[config.mk]
export PLATFORM = sky130hd
export DESIGN_NAME = sd_sec_arbiter_flat
export DESIGN_NICKNAME = d
export VERILOG_FILES = /design/src/rtl/sd_sec_arbiter_if.sv /design/src/rtl/sd_sec_arbiter.sv /design/src/flat_wrapper.sv
export SDC_FILE = /design/constraint.sdc
export NUM_CORES = 1
export LEC_CHECK = 0
export ABC_AREA = 1
export BUFFER_PORTS_ARGS = -buffer_cell sky130_fd_sc_hd__buf_4
export CORE_UTILIZATION = 49
export DETAILED_ROUTE_END_ITERATION = 16
export PLACE_DENSITY = 0.86
export SKIP_CTS_REPAIR_TIMING = 1
export SLEW_MARGIN = 20
export SYNTH_ARGS = -nofsm -noshare
export SYNTH_HDL_FRONTEND = slang
export SYNTH_SLANG_ARGS = --single-unit
[constraint.sdc]
create_clock -name clk -period 5.5 [get_ports clk]
set_input_delay 1.375 -clock clk [delete_from_list [all_inputs] [get_ports clk]]
set_output_delay 1.375 -clock clk [all_outputs]
set_load 0.05 [all_outputs]
[src/rtl/sd_sec_arbiter_if.sv]
// sd_sec_arbiter_if: bundles the requester-side handshake and the
// sd_card_top sector port that sd_sec_arbiter sits between.
// Modport slave is the arbiter's view.
// Modport master is the view of the user logic plus card (e.g. a testbench).
interface sd_sec_arbiter_if #(
    parameter int ADDR_W = 32,
    parameter int DATA_W = 8
);
    // requester side
    logic [1:0]        req;
    logic [1:0]        wr;
    logic [ADDR_W-1:0] addr0;
    logic [ADDR_W-1:0] addr1;
    logic [DATA_W-1:0] wdata0;
    logic [DATA_W-1:0] wdata1;
    logic [1:0]        ack;
    logic [1:0]        done;
    logic [1:0]        err;
    logic [DATA_W-1:0] rdata;
    logic [1:0]        rvalid;
    logic [1:0]        wreq;
    logic              busy;

    // sd_card_top side
    logic              sd_init_done;
    logic              sd_sec_read;
    logic [ADDR_W-1:0] sd_sec_read_addr;
    logic [DATA_W-1:0] sd_sec_read_data;
    logic              sd_sec_read_data_valid;
    logic              sd_sec_read_end;
    logic              sd_sec_write;
    logic [ADDR_W-1:0] sd_sec_write_addr;
    logic [DATA_W-1:0] sd_sec_write_data;
    logic              sd_sec_write_data_req;
    logic              sd_sec_write_end;

    modport slave (
        input  req, wr, addr0, addr1, wdata0, wdata1,
        input  sd_init_done, sd_sec_read_data, sd_sec_read_data_valid,
        input  sd_sec_read_end, sd_sec_write_data_req, sd_sec_write_end,
        output ack, done, err, rdata, rvalid, wreq, busy,
        output sd_sec_read, sd_sec_read_addr,
        output sd_sec_write, sd_sec_write_addr, sd_sec_write_data
    );

    modport master (
        output req, wr, addr0, addr1, wdata0, wdata1,
        output sd_init_done, sd_sec_read_data, sd_sec_read_data_valid,
        output sd_sec_read_end, sd_sec_write_data_req, sd_sec_write_end,
        input  ack, done, err, rdata, rvalid, wreq, busy,
        input  sd_sec_read, sd_sec_read_addr,
        input  sd_sec_write, sd_sec_write_addr, sd_sec_write_data
    );
endinterface

[src/rtl/sd_sec_arbiter.sv]
// sd_sec_arbiter: shares the single sd_card_top sector read/write port
// between two requesters. One owner is granted per 512-byte sector.
// The owner's command is driven to the card, and byte traffic is steered
// to and from the owner only. Losing sd_init_done mid-sector aborts with err.
//
// Build option: define SD_SEC_ARB_ROUND_ROBIN_EN for round-robin tie-breaking.
// In the default build (macro undefined), requester 0 has fixed priority.
module sd_sec_arbiter #(
    parameter int ADDR_W = 32,
    parameter int DATA_W = 8
) (
    input  logic            clk,
    input  logic            rst,
    sd_sec_arbiter_if.slave bus
);

    typedef enum logic [2:0] {
        S_WAIT_INIT = 3'd0,
        S_IDLE      = 3'd1,
        S_READ      = 3'd2,
        S_WRITE     = 3'd3,
        S_DONE      = 3'd4
    } state_t;

    state_t            state_reg;
    logic              owner_reg;
    logic [1:0]        ack_reg;
    logic [1:0]        done_reg;
    logic [1:0]        err_reg;
    logic              read_reg;
    logic              write_reg;
    logic              busy_reg;
    logic [ADDR_W-1:0] read_addr_reg;
    logic [ADDR_W-1:0] write_addr_reg;

`ifdef SD_SEC_ARB_ROUND_ROBIN_EN
    // requester that most recently completed a sector; starts at 1 so
    // requester 0 wins the first tie
    logic              last_reg;
`endif

    logic              winner_next;
    logic              winner_wr;
    logic [ADDR_W-1:0] winner_addr;
    logic [1:0]        winner_onehot;
    logic [1:0]        owner_onehot;
    logic [1:0]        rvalid_vec;
    logic [1:0]        wreq_vec;
    logic              in_read;
    logic              in_write;

    assign in_read  = (state_reg == S_READ);
    assign in_write = (state_reg == S_WRITE);

    // pick the requester to grant when at least one req bit is set
`ifdef SD_SEC_ARB_ROUND_ROBIN_EN
    always_comb begin
        winner_next = 1'b0;
        if (bus.req == 2'b11) begin
            winner_next = ~last_reg;
        end else begin
            winner_next = bus.req[1];
        end
    end
`else
    always_comb begin
        winner_next = 1'b0;
        // requester 0 wins whenever it asks
        if (!bus.req[0]) begin
            winner_next = 1'b1;
        end
    end
`endif

    assign winner_wr   = bus.wr[winner_next];
    assign winner_addr = winner_next ? bus.addr1 : bus.addr0;

    // per-requester decode and byte steering; the non-owner never sees a strobe
    genvar gi;
    generate
        for (gi = 0; gi < 2; gi++) begin : g_port
            assign winner_onehot[gi] = (winner_next == 1'(gi));
            assign owner_onehot[gi]  = (owner_reg == 1'(gi));
            assign rvalid_vec[gi]    = bus.sd_sec_read_data_valid & in_read & owner_onehot[gi];
            assign wreq_vec[gi]      = bus.sd_sec_write_data_req & in_write & owner_onehot[gi];
        end
    endgenerate

    assign bus.rvalid            = rvalid_vec;
    assign bus.wreq              = wreq_vec;
    assign bus.rdata             = bus.sd_sec_read_data;
    assign bus.sd_sec_write_data = owner_reg ? bus.wdata1 : bus.wdata0;

    assign bus.ack               = ack_reg;
    assign bus.done              = done_reg;
    assign bus.err               = err_reg;
    assign bus.busy              = busy_reg;
    assign bus.sd_sec_read       = read_reg;
    assign bus.sd_sec_write      = write_reg;
    assign bus.sd_sec_read_addr  = read_addr_reg;
    assign bus.sd_sec_write_addr = write_addr_reg;

    // sector ownership FSM with registered grant/command/status outputs
    always_ff @(posedge clk or posedge rst) begin
        if (rst) begin
            state_reg      <= S_WAIT_INIT;
            owner_reg      <= 1'b0;
            ack_reg        <= 2'b00;
            done_reg       <= 2'b00;
            err_reg        <= 2'b00;
            read_reg       <= 1'b0;
            write_reg      <= 1'b0;
            busy_reg       <= 1'b0;
            read_addr_reg  <= '0;
            write_addr_reg <= '0;
`ifdef SD_SEC_ARB_ROUND_ROBIN_EN
            last_reg       <= 1'b1;
`endif
        end else begin
            // status strobes are single-cycle pulses
            ack_reg  <= 2'b00;
            done_reg <= 2'b00;
            err_reg  <= 2'b00;

            case (state_reg)
                S_WAIT_INIT: begin
                    if (bus.sd_init_done) begin
                        state_reg <= S_IDLE;
                    end
                end

                S_IDLE: begin
                    if (|bus.req) begin
                        // wr and addr are captured only here
                        owner_reg <= winner_next;
                        ack_reg   <= winner_onehot;
                        busy_reg  <= 1'b1;
                        if (winner_wr) begin
                            write_addr_reg <= winner_addr;
                            write_reg      <= 1'b1;
                            state_reg      <= S_WRITE;
                        end else begin
                            read_addr_reg  <= winner_addr;
                            read_reg       <= 1'b1;
                            state_reg      <= S_READ;
                        end
                    end
                end

                S_READ: begin
                    // card loss takes precedence over a coincident end
                    if (!bus.sd_init_done) begin
                        read_reg  <= 1'b0;
                        write_reg <= 1'b0;
                        busy_reg  <= 1'b0;
                        err_reg   <= owner_onehot;
                        state_reg <= S_WAIT_INIT;
                    end else if (bus.sd_sec_read_end) begin
                        read_reg  <= 1'b0;
                        done_reg  <= owner_onehot;
                        state_reg <= S_DONE;
                    end
                end

                S_WRITE: begin
                    if (!bus.sd_init_done) begin
                        read_reg  <= 1'b0;
                        write_reg <= 1'b0;
                        busy_reg  <= 1'b0;
                        err_reg   <= owner_onehot;
                        state_reg <= S_WAIT_INIT;
                    end else if (bus.sd_sec_write_end) begin
                        write_reg <= 1'b0;
                        done_reg  <= owner_onehot;
                        state_reg <= S_DONE;
                    end
                end

                S_DONE: begin
                    // one settling cycle before the port can be granted again;
                    // an abort here leaves the round-robin history untouched
                    if (!bus.sd_init_done) begin
                        read_reg  <= 1'b0;
                        write_reg <= 1'b0;
                        busy_reg  <= 1'b0;
                        err_reg   <= owner_onehot;
                        state_reg <= S_WAIT_INIT;
                    end else begin
                        busy_reg  <= 1'b0;
                        state_reg <= S_IDLE;
`ifdef SD_SEC_ARB_ROUND_ROBIN_EN
                        last_reg  <= owner_reg;
`endif
                    end
                end

                default: begin
                    read_reg  <= 1'b0;
                    write_reg <= 1'b0;
                    busy_reg  <= 1'b0;
                    state_reg <= S_WAIT_INIT;
                end
            endcase
        end
    end

endmodule

[src/flat_wrapper.sv]
// flat-port wrapper written by rule: the top's interface ports become plain ports
module sd_sec_arbiter_flat 
#(
    parameter int ADDR_W = 32,
    parameter int DATA_W = 8
)
  (clk, rst, bus_req, bus_wr, bus_addr0, bus_addr1, bus_wdata0, bus_wdata1, bus_sd_init_done, bus_sd_sec_read_data, bus_sd_sec_read_data_valid, bus_sd_sec_read_end, bus_sd_sec_write_data_req, bus_sd_sec_write_end, bus_ack, bus_done, bus_err, bus_rdata, bus_rvalid, bus_wreq, bus_busy, bus_sd_sec_read, bus_sd_sec_read_addr, bus_sd_sec_write, bus_sd_sec_write_addr, bus_sd_sec_write_data);
  sd_sec_arbiter_if #(.ADDR_W(ADDR_W), .DATA_W(DATA_W)) bus_i ();
  input  logic clk;
  input  logic rst;
  input wire logic [$bits(bus_i.req)-1:0] bus_req;
  input wire logic [$bits(bus_i.wr)-1:0] bus_wr;
  input wire logic [$bits(bus_i.addr0)-1:0] bus_addr0;
  input wire logic [$bits(bus_i.addr1)-1:0] bus_addr1;
  input wire logic [$bits(bus_i.wdata0)-1:0] bus_wdata0;
  input wire logic [$bits(bus_i.wdata1)-1:0] bus_wdata1;
  input wire logic [$bits(bus_i.sd_init_done)-1:0] bus_sd_init_done;
  input wire logic [$bits(bus_i.sd_sec_read_data)-1:0] bus_sd_sec_read_data;
  input wire logic [$bits(bus_i.sd_sec_read_data_valid)-1:0] bus_sd_sec_read_data_valid;
  input wire logic [$bits(bus_i.sd_sec_read_end)-1:0] bus_sd_sec_read_end;
  input wire logic [$bits(bus_i.sd_sec_write_data_req)-1:0] bus_sd_sec_write_data_req;
  input wire logic [$bits(bus_i.sd_sec_write_end)-1:0] bus_sd_sec_write_end;
  output wire logic [$bits(bus_i.ack)-1:0] bus_ack;
  output wire logic [$bits(bus_i.done)-1:0] bus_done;
  output wire logic [$bits(bus_i.err)-1:0] bus_err;
  output wire logic [$bits(bus_i.rdata)-1:0] bus_rdata;
  output wire logic [$bits(bus_i.rvalid)-1:0] bus_rvalid;
  output wire logic [$bits(bus_i.wreq)-1:0] bus_wreq;
  output wire logic [$bits(bus_i.busy)-1:0] bus_busy;
  output wire logic [$bits(bus_i.sd_sec_read)-1:0] bus_sd_sec_read;
  output wire logic [$bits(bus_i.sd_sec_read_addr)-1:0] bus_sd_sec_read_addr;
  output wire logic [$bits(bus_i.sd_sec_write)-1:0] bus_sd_sec_write;
  output wire logic [$bits(bus_i.sd_sec_write_addr)-1:0] bus_sd_sec_write_addr;
  output wire logic [$bits(bus_i.sd_sec_write_data)-1:0] bus_sd_sec_write_data;
  assign bus_i.req = bus_req;
  assign bus_i.wr = bus_wr;
  assign bus_i.addr0 = bus_addr0;
  assign bus_i.addr1 = bus_addr1;
  assign bus_i.wdata0 = bus_wdata0;
  assign bus_i.wdata1 = bus_wdata1;
  assign bus_i.sd_init_done = bus_sd_init_done;
  assign bus_i.sd_sec_read_data = bus_sd_sec_read_data;
  assign bus_i.sd_sec_read_data_valid = bus_sd_sec_read_data_valid;
  assign bus_i.sd_sec_read_end = bus_sd_sec_read_end;
  assign bus_i.sd_sec_write_data_req = bus_sd_sec_write_data_req;
  assign bus_i.sd_sec_write_end = bus_sd_sec_write_end;
  assign bus_ack = bus_i.ack;
  assign bus_done = bus_i.done;
  assign bus_err = bus_i.err;
  assign bus_rdata = bus_i.rdata;
  assign bus_rvalid = bus_i.rvalid;
  assign bus_wreq = bus_i.wreq;
  assign bus_busy = bus_i.busy;
  assign bus_sd_sec_read = bus_i.sd_sec_read;
  assign bus_sd_sec_read_addr = bus_i.sd_sec_read_addr;
  assign bus_sd_sec_write = bus_i.sd_sec_write;
  assign bus_sd_sec_write_addr = bus_i.sd_sec_write_addr;
  assign bus_sd_sec_write_data = bus_i.sd_sec_write_data;
  sd_sec_arbiter #(.ADDR_W(ADDR_W), .DATA_W(DATA_W)) u_core (.clk(clk), .rst(rst), .bus(bus_i));
endmodule
==> results.toml, run 1 <==
[global_route]
number_of_antenna_violations_at_the_first_check_in_global_routing = 0
gr-total-overflow = 0
grt_start_max_net_pins = 45
gr-usage-all-layers_pct = 25.7
first_global_vias = 3457
global_route_wire_length_before_repair_um = 15200

[critical_path]
timing.critical_path.mode_cell = "sky130_fd_sc_hd__nand2_1"
endpoint = "u_core.bus.sd_sec_read_addr[16]$_DFFE_PP0P_"
rr_endpoint = "u_core.bus.sd_sec_read_addr[16]$_DFFE_PP0P_"
cp_data_arrival_time_ns = 3.90
crit_path_max_fanout = 36
crit_buf_inv = 3
crit_path_start = "bus_req[0]"
critical_path_class = "in2reg"
critical_path_cell_count = 8
worstSetupStartpointType = "input pin"
ff2ff_setup_slack_ns = 3.10
timing.critical_path.cells = "buf_4 > clkinv_2 > nand2_1 > nand2_2 > nor2_4 > inv_2 > nand2_1 > nand2_1"
worst-r2r-cell-count = 8
worstSetupEndpointType = "register"
worst_path_dominant_cell_family = "buffers and inverters"
reg2reg_from = "u_core.state_reg[1]$_DFFE_PP0P_"
critical_path_required_ns = 5.73
maximum_single_stage_delay_on_the_critical_path_ns = 0.63
critical_path.slowest_cell = "sky130_fd_sc_hd__nor2_4"

[sta]
final_min_period_over_clock_period_pct = 66.7
setup_violations = 0
final_max_slew_viol_count = 0
finalHoldViolCount = 0
finalSetupTns_ns = 0
setup_repair_after_global_routing_missed_its_margin = "false"
achievable-frequency_mhz = 273
worst_slew_margin_rel_pct = 47.3
finalWorstSetupSlack_ns = 1.83
worst-slew-pin-transition_ns = 0.789
period_minus_slack_ns = 3.67
final.setup_skew_ns = 0.00653

[routing]
ant_nets = 0
dr.pass1.iters = 4
routedWlPerCell_um = 13.1
starting_drc_count_in_detailed_routing = 155
drt_wl_total_um = 10000
detail_route.drc_violations = 0
drt_via_density = 4.90
num_vias = 3745

[logic_synthesis]
ys_types = 20
synth_largest_type_area_fraction_pct = 52.3
synthTopCellsByArea = "sky130_fd_sc_hd__dfrtp_1 52%, sky130_fd_sc_hd__nand2_1 34%, sky130_fd_sc_hd__buf_4 2.4%"
netlist_area_mm2 = 0.00368
synth.yosys.warnings = 0
syn-num-nets = 602
ys_seq_elements = 77
synth_top_cell_by_area = "sky130_fd_sc_hd__dfrtp_1"
yosysSeqAreaShare_pct = 52.3
postSynthAreaPerCell_um2 = 7.32
synth_instances = 503

[power]
p_sw_share_pct = 51.1
pwr_density_cell_mw_per_mm2 = 658
total_chip_power_mw = 3.41
leakage_component_of_the_power_nw = 3.10
share_seq_of_total_power_pct = 28.7
net-switching-power_mw = 1.74
p_clk_share_pct = 15.8
cell_internal_pwr_mw = 1.66
comb_power_share_pct = 55.5
irDropWorstVdd_mv = 0.431

[floorplan]
top_level_port_count = 192
die_area_mm2 = 0.00786
die-height_um = 88.7
start_util_pct = 50.8
die_width_um = 88.7
placement_rows = 31
core_area_mm2 = 0.00725

[cts]
worst_skew_pair.late_latency_ns = 0.35
path_clk_slew_ns = 0.07
cts-root-to-sink-buffers = 2
cts_tree = "yes"
tritoncts.num_buffers = 9
root_buffer = "sky130_fd_sc_hd__clkbuf_8"
cts_htree_levels = 3
cts.sinks = 77

[placement]
pre_cts_ws_ns = 1.51
place.detailed.hpwl_um = 7160
gpl.final_weighted_congestion = 0.913
numPortBuffers = 175

[finish]
most_frequent_standard_cell_in_the_layout_excluding_fill_and_tap_cells = "sky130_fd_sc_hd__nand2_1"
post_route_cells_drive_above_1_share_pct = 30.7
top_library_cells_by_usage_in_the_layout_fill_and_taps_aside = "338 x sky130_fd_sc_hd__nand2_1, 176 x sky130_fd_sc_hd__buf_4, 77 x sky130_fd_sc_hd__dfrtp_1"
multi_input_comb_area_mm2 = 0.00148
num-fill-cells = 583
reg_area_mm2 = 0.00193
final_net_count = 759
antennaDiodeCount = 0
area_delta_synth_final_pct = 40.7

[worst_hold_path]
path_type_of_the_worst_min_delay_path = "reg2reg"

[job]
maxCapViolations = 0

[run_status]
outcome = "finished, final reports clean"
[cell type report]
| class | instances | area share [%] |
|---|---|---|
| clock inverters | 3 | 1.74 |
| repair buffers | 176 | 25.5 |
| inverters | 18 | 1.33 |
| flip-flops and latches | 77 | 37.2 |
| well taps | 99 | 2.39 |
| multi-input cells | 378 | 28.5 |
| clock buffers | 13 | 3.26 |
[per-layer routing]
| metal | share of wire, % | up-vias | global-route usage, % |
|---|---|---|---|
| li1 | - | 1807 | - |
| met4 | 3.3 | 0 | 13.6 |
| met2 | 50 | 177 | 45.2 |
| met5 | 0 | - | 0 |
| met1 | 40 | 1733 | 30.1 |
| met3 | 6.6 | 28 | 4.29 |
[cells in the mapped netlist]
| library cell | instances |
|---|---|
| sky130_fd_sc_hd__nand2_1 | 338 |
| sky130_fd_sc_hd__dfrtp_1 | 77 |
| sky130_fd_sc_hd__nor2_1 | 17 |
| sky130_fd_sc_hd__inv_1 | 14 |
| sky130_fd_sc_hd__buf_4 | 12 |
| sky130_fd_sc_hd__nand3_1 | 7 |
| sky130_fd_sc_hd__buf_6 | 6 |
| sky130_fd_sc_hd__clkbuf_1 | 5 |
| sky130_fd_sc_hd__buf_2 | 4 |
| sky130_fd_sc_hd__o21ai_0 | 4 |
| sky130_fd_sc_hd__buf_1 | 3 |
| sky130_fd_sc_hd__inv_2 | 3 |
| sky130_fd_sc_hd__nor2_4 | 3 |
| sky130_fd_sc_hd__nand2_2 | 2 |
| sky130_fd_sc_hd__nor2_2 | 2 |
| sky130_fd_sc_hd__nor3_1 | 2 |
| sky130_fd_sc_hd__a21oi_1 | 1 |
| sky130_fd_sc_hd__clkinv_2 | 1 |
| sky130_fd_sc_hd__nand3_2 | 1 |
| sky130_fd_sc_hd__nand4_1 | 1 |
[per-stage QoR]
step / area, µm² / hold WS (ns) / cells / utilization (%)
2_1_floorplan: 3680 / 0.451 / 503 / -
3_3_place_gp: 4920 / 0.456 / 748 / 67.8
3_5_place_dp: 4920 / 0.460 / 748 / 67.8
4_1_cts: 5180 / 0.479 / 764 / 71.4
5_1_grt: 5180 / 0.500 / 764 / 71.4
6_report: 5180 / 0.476 / 764 / 71.4
[power groups by stage]
stage | Sequential [mW] | Combinational [mW] | Clock (mW)
finish | 0.976 | 1.89 | 0.538
global placement | 0.972 | 1.86 | 0
CTS | 0.972 | 1.90 | 0.540
floorplan | 1.73 | 0.581 | 0
global route | 1.00 | 2.02 | 0.563
detailed placement | 0.978 | 1.90 | 0
[cell families (layout without fill, tap and decap cells)]
family | Yosys count | count (layout) | share of synthesized area, %
AND/OR/NAND/NOR | 373 | 373 | 39.5
flip-flops | 77 | 77 | 52.3
buffers and inverters | 48 | 210 | 7.51
AO/OA/AOI/OAI | 5 | 5 | 0.680
[worst reg2reg max path: cells and delay by family (launching register included)]
family	cells	cell delay (ns)
buffers and inverters	2	0.54
flip-flops	1	0.46
AND/OR/NAND/NOR	6	1.29
[worst min-delay path by stage]
| stage | start | depth (start not counted) | end | slack, ns |
|---|---|---|---|---|
| floorplan | u_core.owner_reg$_DFFE_PP0P_ | 1 | u_core.bus.err[0]$_DFF_PP0_ | 0.45 |
| global placement | u_core.bus.sd_sec_read_addr[9]$_DFFE_PP0P_ | 2 | u_core.bus.sd_sec_read_addr[9]$_DFFE_PP0P_ | 0.46 |
| detailed placement | u_core.bus.sd_sec_read_addr[6]$_DFFE_PP0P_ | 2 | u_core.bus.sd_sec_read_addr[6]$_DFFE_PP0P_ | 0.46 |
| CTS | u_core.bus.sd_sec_write_addr[30]$_DFFE_PP0P_ | 2 | u_core.bus.sd_sec_write_addr[30]$_DFFE_PP0P_ | 0.48 |
| global route | u_core.bus.sd_sec_read$_DFFE_PP0P_ | 2 | u_core.bus.sd_sec_read$_DFFE_PP0P_ | 0.50 |
| finish | u_core.bus.sd_sec_write_addr[30]$_DFFE_PP0P_ | 2 | u_core.bus.sd_sec_write_addr[30]$_DFFE_PP0P_ | 0.48 |
Note: power is estimated with default switching activity, not from simulation.
==> inputs of run 2 (changes only) <==
Settings changed: CORE_UTILIZATION 49 to 41, PLACE_DENSITY 0.86 to 0.77.
Clock period 5.5 ns to 3.3 ns, I/O delays scaled along.
==> run 2 against run 1 <==
  * Wire length down 3.1%
  * Register-to-register slack worse by 1.5 ns
  * Utilization down 12 points
  * First-iteration DRC count down 4.5%
  * Cell area up 0.46%
  * Clock power up 58%
  * Count of clock-buffer cells in the layout down 1
  * Via count down 3.7%
  * Sequential share of layout area down 0.17 points
  * Cell count up 1.7%
  * Worst hold slack worse by 0.037 ns
  * Power up 65%
  * Highest routed layer unchanged
==> results.toml, run 2 (synthesis results as in run 1) <==
[critical_path]
crit_buf_inv = 2
worstSetupEndpointType = "output port"
crit_path_start = "u_core.owner_reg$_DFFE_PP0P_"
critical_path_class = "reg2out"
cp_data_arrival_time_ns = 1.59
critical_path_required_ns = 2.47
worst_path_dominant_cell_family = "buffers and inverters"
maximum_single_stage_delay_on_the_critical_path_ns = 0.53
critical_path.slowest_cell = "sky130_fd_sc_hd__dfrtp_1"
reg2reg_from = "u_core.state_reg[1]$_DFFE_PP0P_"
worstSetupStartpointType = "register"
timing.critical_path.mode_cell = "sky130_fd_sc_hd__nand2_1"
timing.critical_path.cells = "inv_1 > nand2_1 > nand2_1 > buf_4"
ff2ff_setup_slack_ns = 1.63
crit_path_max_fanout = 13
worst-r2r-cell-count = 8
rr_endpoint = "u_core.bus.sd_sec_read_addr[9]$_DFFE_PP0P_"

[floorplan]
start_util_pct = 42.2
top_level_port_count = 192
die_area_mm2 = 0.00936
placement_rows = 34
die_width_um = 96.8
core_area_mm2 = 0.00872
die-height_um = 96.8

[cts]
tritoncts.num_buffers = 9
worst_skew_pair.late_latency_ns = 0.33
root_buffer = "sky130_fd_sc_hd__clkbuf_8"
cts-root-to-sink-buffers = 2
path_clk_slew_ns = 0.07
cts.sinks = 77
cts_tree = "yes"
cts_htree_levels = 3

[global_route]
gr-usage-all-layers_pct = 21.8
global_route_wire_length_before_repair_um = 16700
first_global_vias = 3593
grt_start_max_net_pins = 37
number_of_antenna_violations_at_the_first_check_in_global_routing = 0
gr-total-overflow = 0

[routing]
starting_drc_count_in_detailed_routing = 148
detail_route.drc_violations = 0
route.layer.met1.wl_um = 4170
dr_wl_met2_um = 4730
dr.max_layer_used = "met4"
detailroute.wirelength.met3_um = 651
drt_wl_total_um = 9710
dr.pass1.iters = 5
drt_via_density = 4.64
ant_nets = 0
num_vias = 3608
routedWlPerCell_um = 12.5

[finish]
final_net_count = 763
most_frequent_standard_cell_in_the_layout_excluding_fill_and_tap_cells = "sky130_fd_sc_hd__nand2_1"
top_library_cells_by_usage_in_the_layout_fill_and_taps_aside = "338 x sky130_fd_sc_hd__nand2_1, 180 x sky130_fd_sc_hd__buf_4, 77 x sky130_fd_sc_hd__dfrtp_1"
multi_input_comb_area_mm2 = 0.00148
fin_area_mm2 = 0.00520
area_delta_synth_final_pct = 41.3
antennaDiodeCount = 0
fin_util_pct = 59.6
post_route_cells_drive_above_1_share_pct = 30.9
reg_area_mm2 = 0.00193
num-fill-cells = 816

[run_status]
outcome = "finished, final reports clean"

[sta]
setup_repair_after_global_routing_missed_its_margin = "false"
worst_slew_margin_rel_pct = 59.6
final_min_period_over_clock_period_pct = 73.3
finalWorstSetupSlack_ns = 0.882
achievable-frequency_mhz = 413
finalHoldViolCount = 0
period_minus_slack_ns = 2.42
final.setup_skew_ns = 0.00695
finalSetupTns_ns = 0
setup_violations = 0
final_max_slew_viol_count = 0
worst-slew-pin-transition_ns = 0.605

[placement]
numPortBuffers = 175
place.detailed.hpwl_um = 7060
pre_cts_ws_ns = 0.957
gpl.final_weighted_congestion = 0.856
placed_area_mm2 = 0.00496

[power]
leakage_component_of_the_power_nw = 3.11
irDropWorstVdd_mv = 0.740
pwr_density_cell_mw_per_mm2 = 1080
total_chip_power_mw = 5.61

[job]
maxCapViolations = 0

[worst_hold_path]
path_type_of_the_worst_min_delay_path = "in2async"
[run 2: cell count changes in the layout (fill, tap and decap cells not counted), sizes merged]
cell,before,now
buf,176,180
clkinv,1,3
clkbuf,13,12
inv,17,16
[run 2: through the flow]
step | std cells | hold slack [ns]
after floorplan | 503 | 0.451
after global placement | 761 | 0.456
after detailed placement | 761 | 0.462
after CTS | 777 | 0.439
after global routing | 777 | 0.444
final | 777 | 0.439
[run 2: final cells by class]
class,count,share of cell area (%)
multi-input combinational,378,28.4
timing repair buffer,180,26.0
inverter,18,1.35
clock inverter,4,1.83
tap,108,2.60
clock buffer,12,2.79
sequential,77,37.0
[run 2: how the worst max path moves through the flow]
stage | end | cells after the start
floorplan | u_core.bus.ack[0]$_DFF_PP0_ | 1
global placement | u_core.bus.sd_sec_read_addr[25]$_DFFE_PP0P_ | 8
detailed placement | u_core.bus.sd_sec_write_addr[19]$_DFFE_PP0P_ | 9
CTS | bus_sd_sec_write_data[6] | 4
global route | bus_rvalid[1] | 3
finish | bus_sd_sec_write_data[6] | 4
[run 2: routing by layer]
metal | vias up | global-route usage [%]
met5 | - | 0
met4 | 0 | 7.23
met3 | 20 | 4.62
met2 | 142 | 36.2
met1 | 1638 | 28.3
li1 | 1808 | -
[run 2: report_power, final]
part           internal, mW  total (mW)  switching [mW]
clock                 0.523       0.850           0.326
combinational         0.873        3.14            2.27
sequential             1.34        1.62           0.277
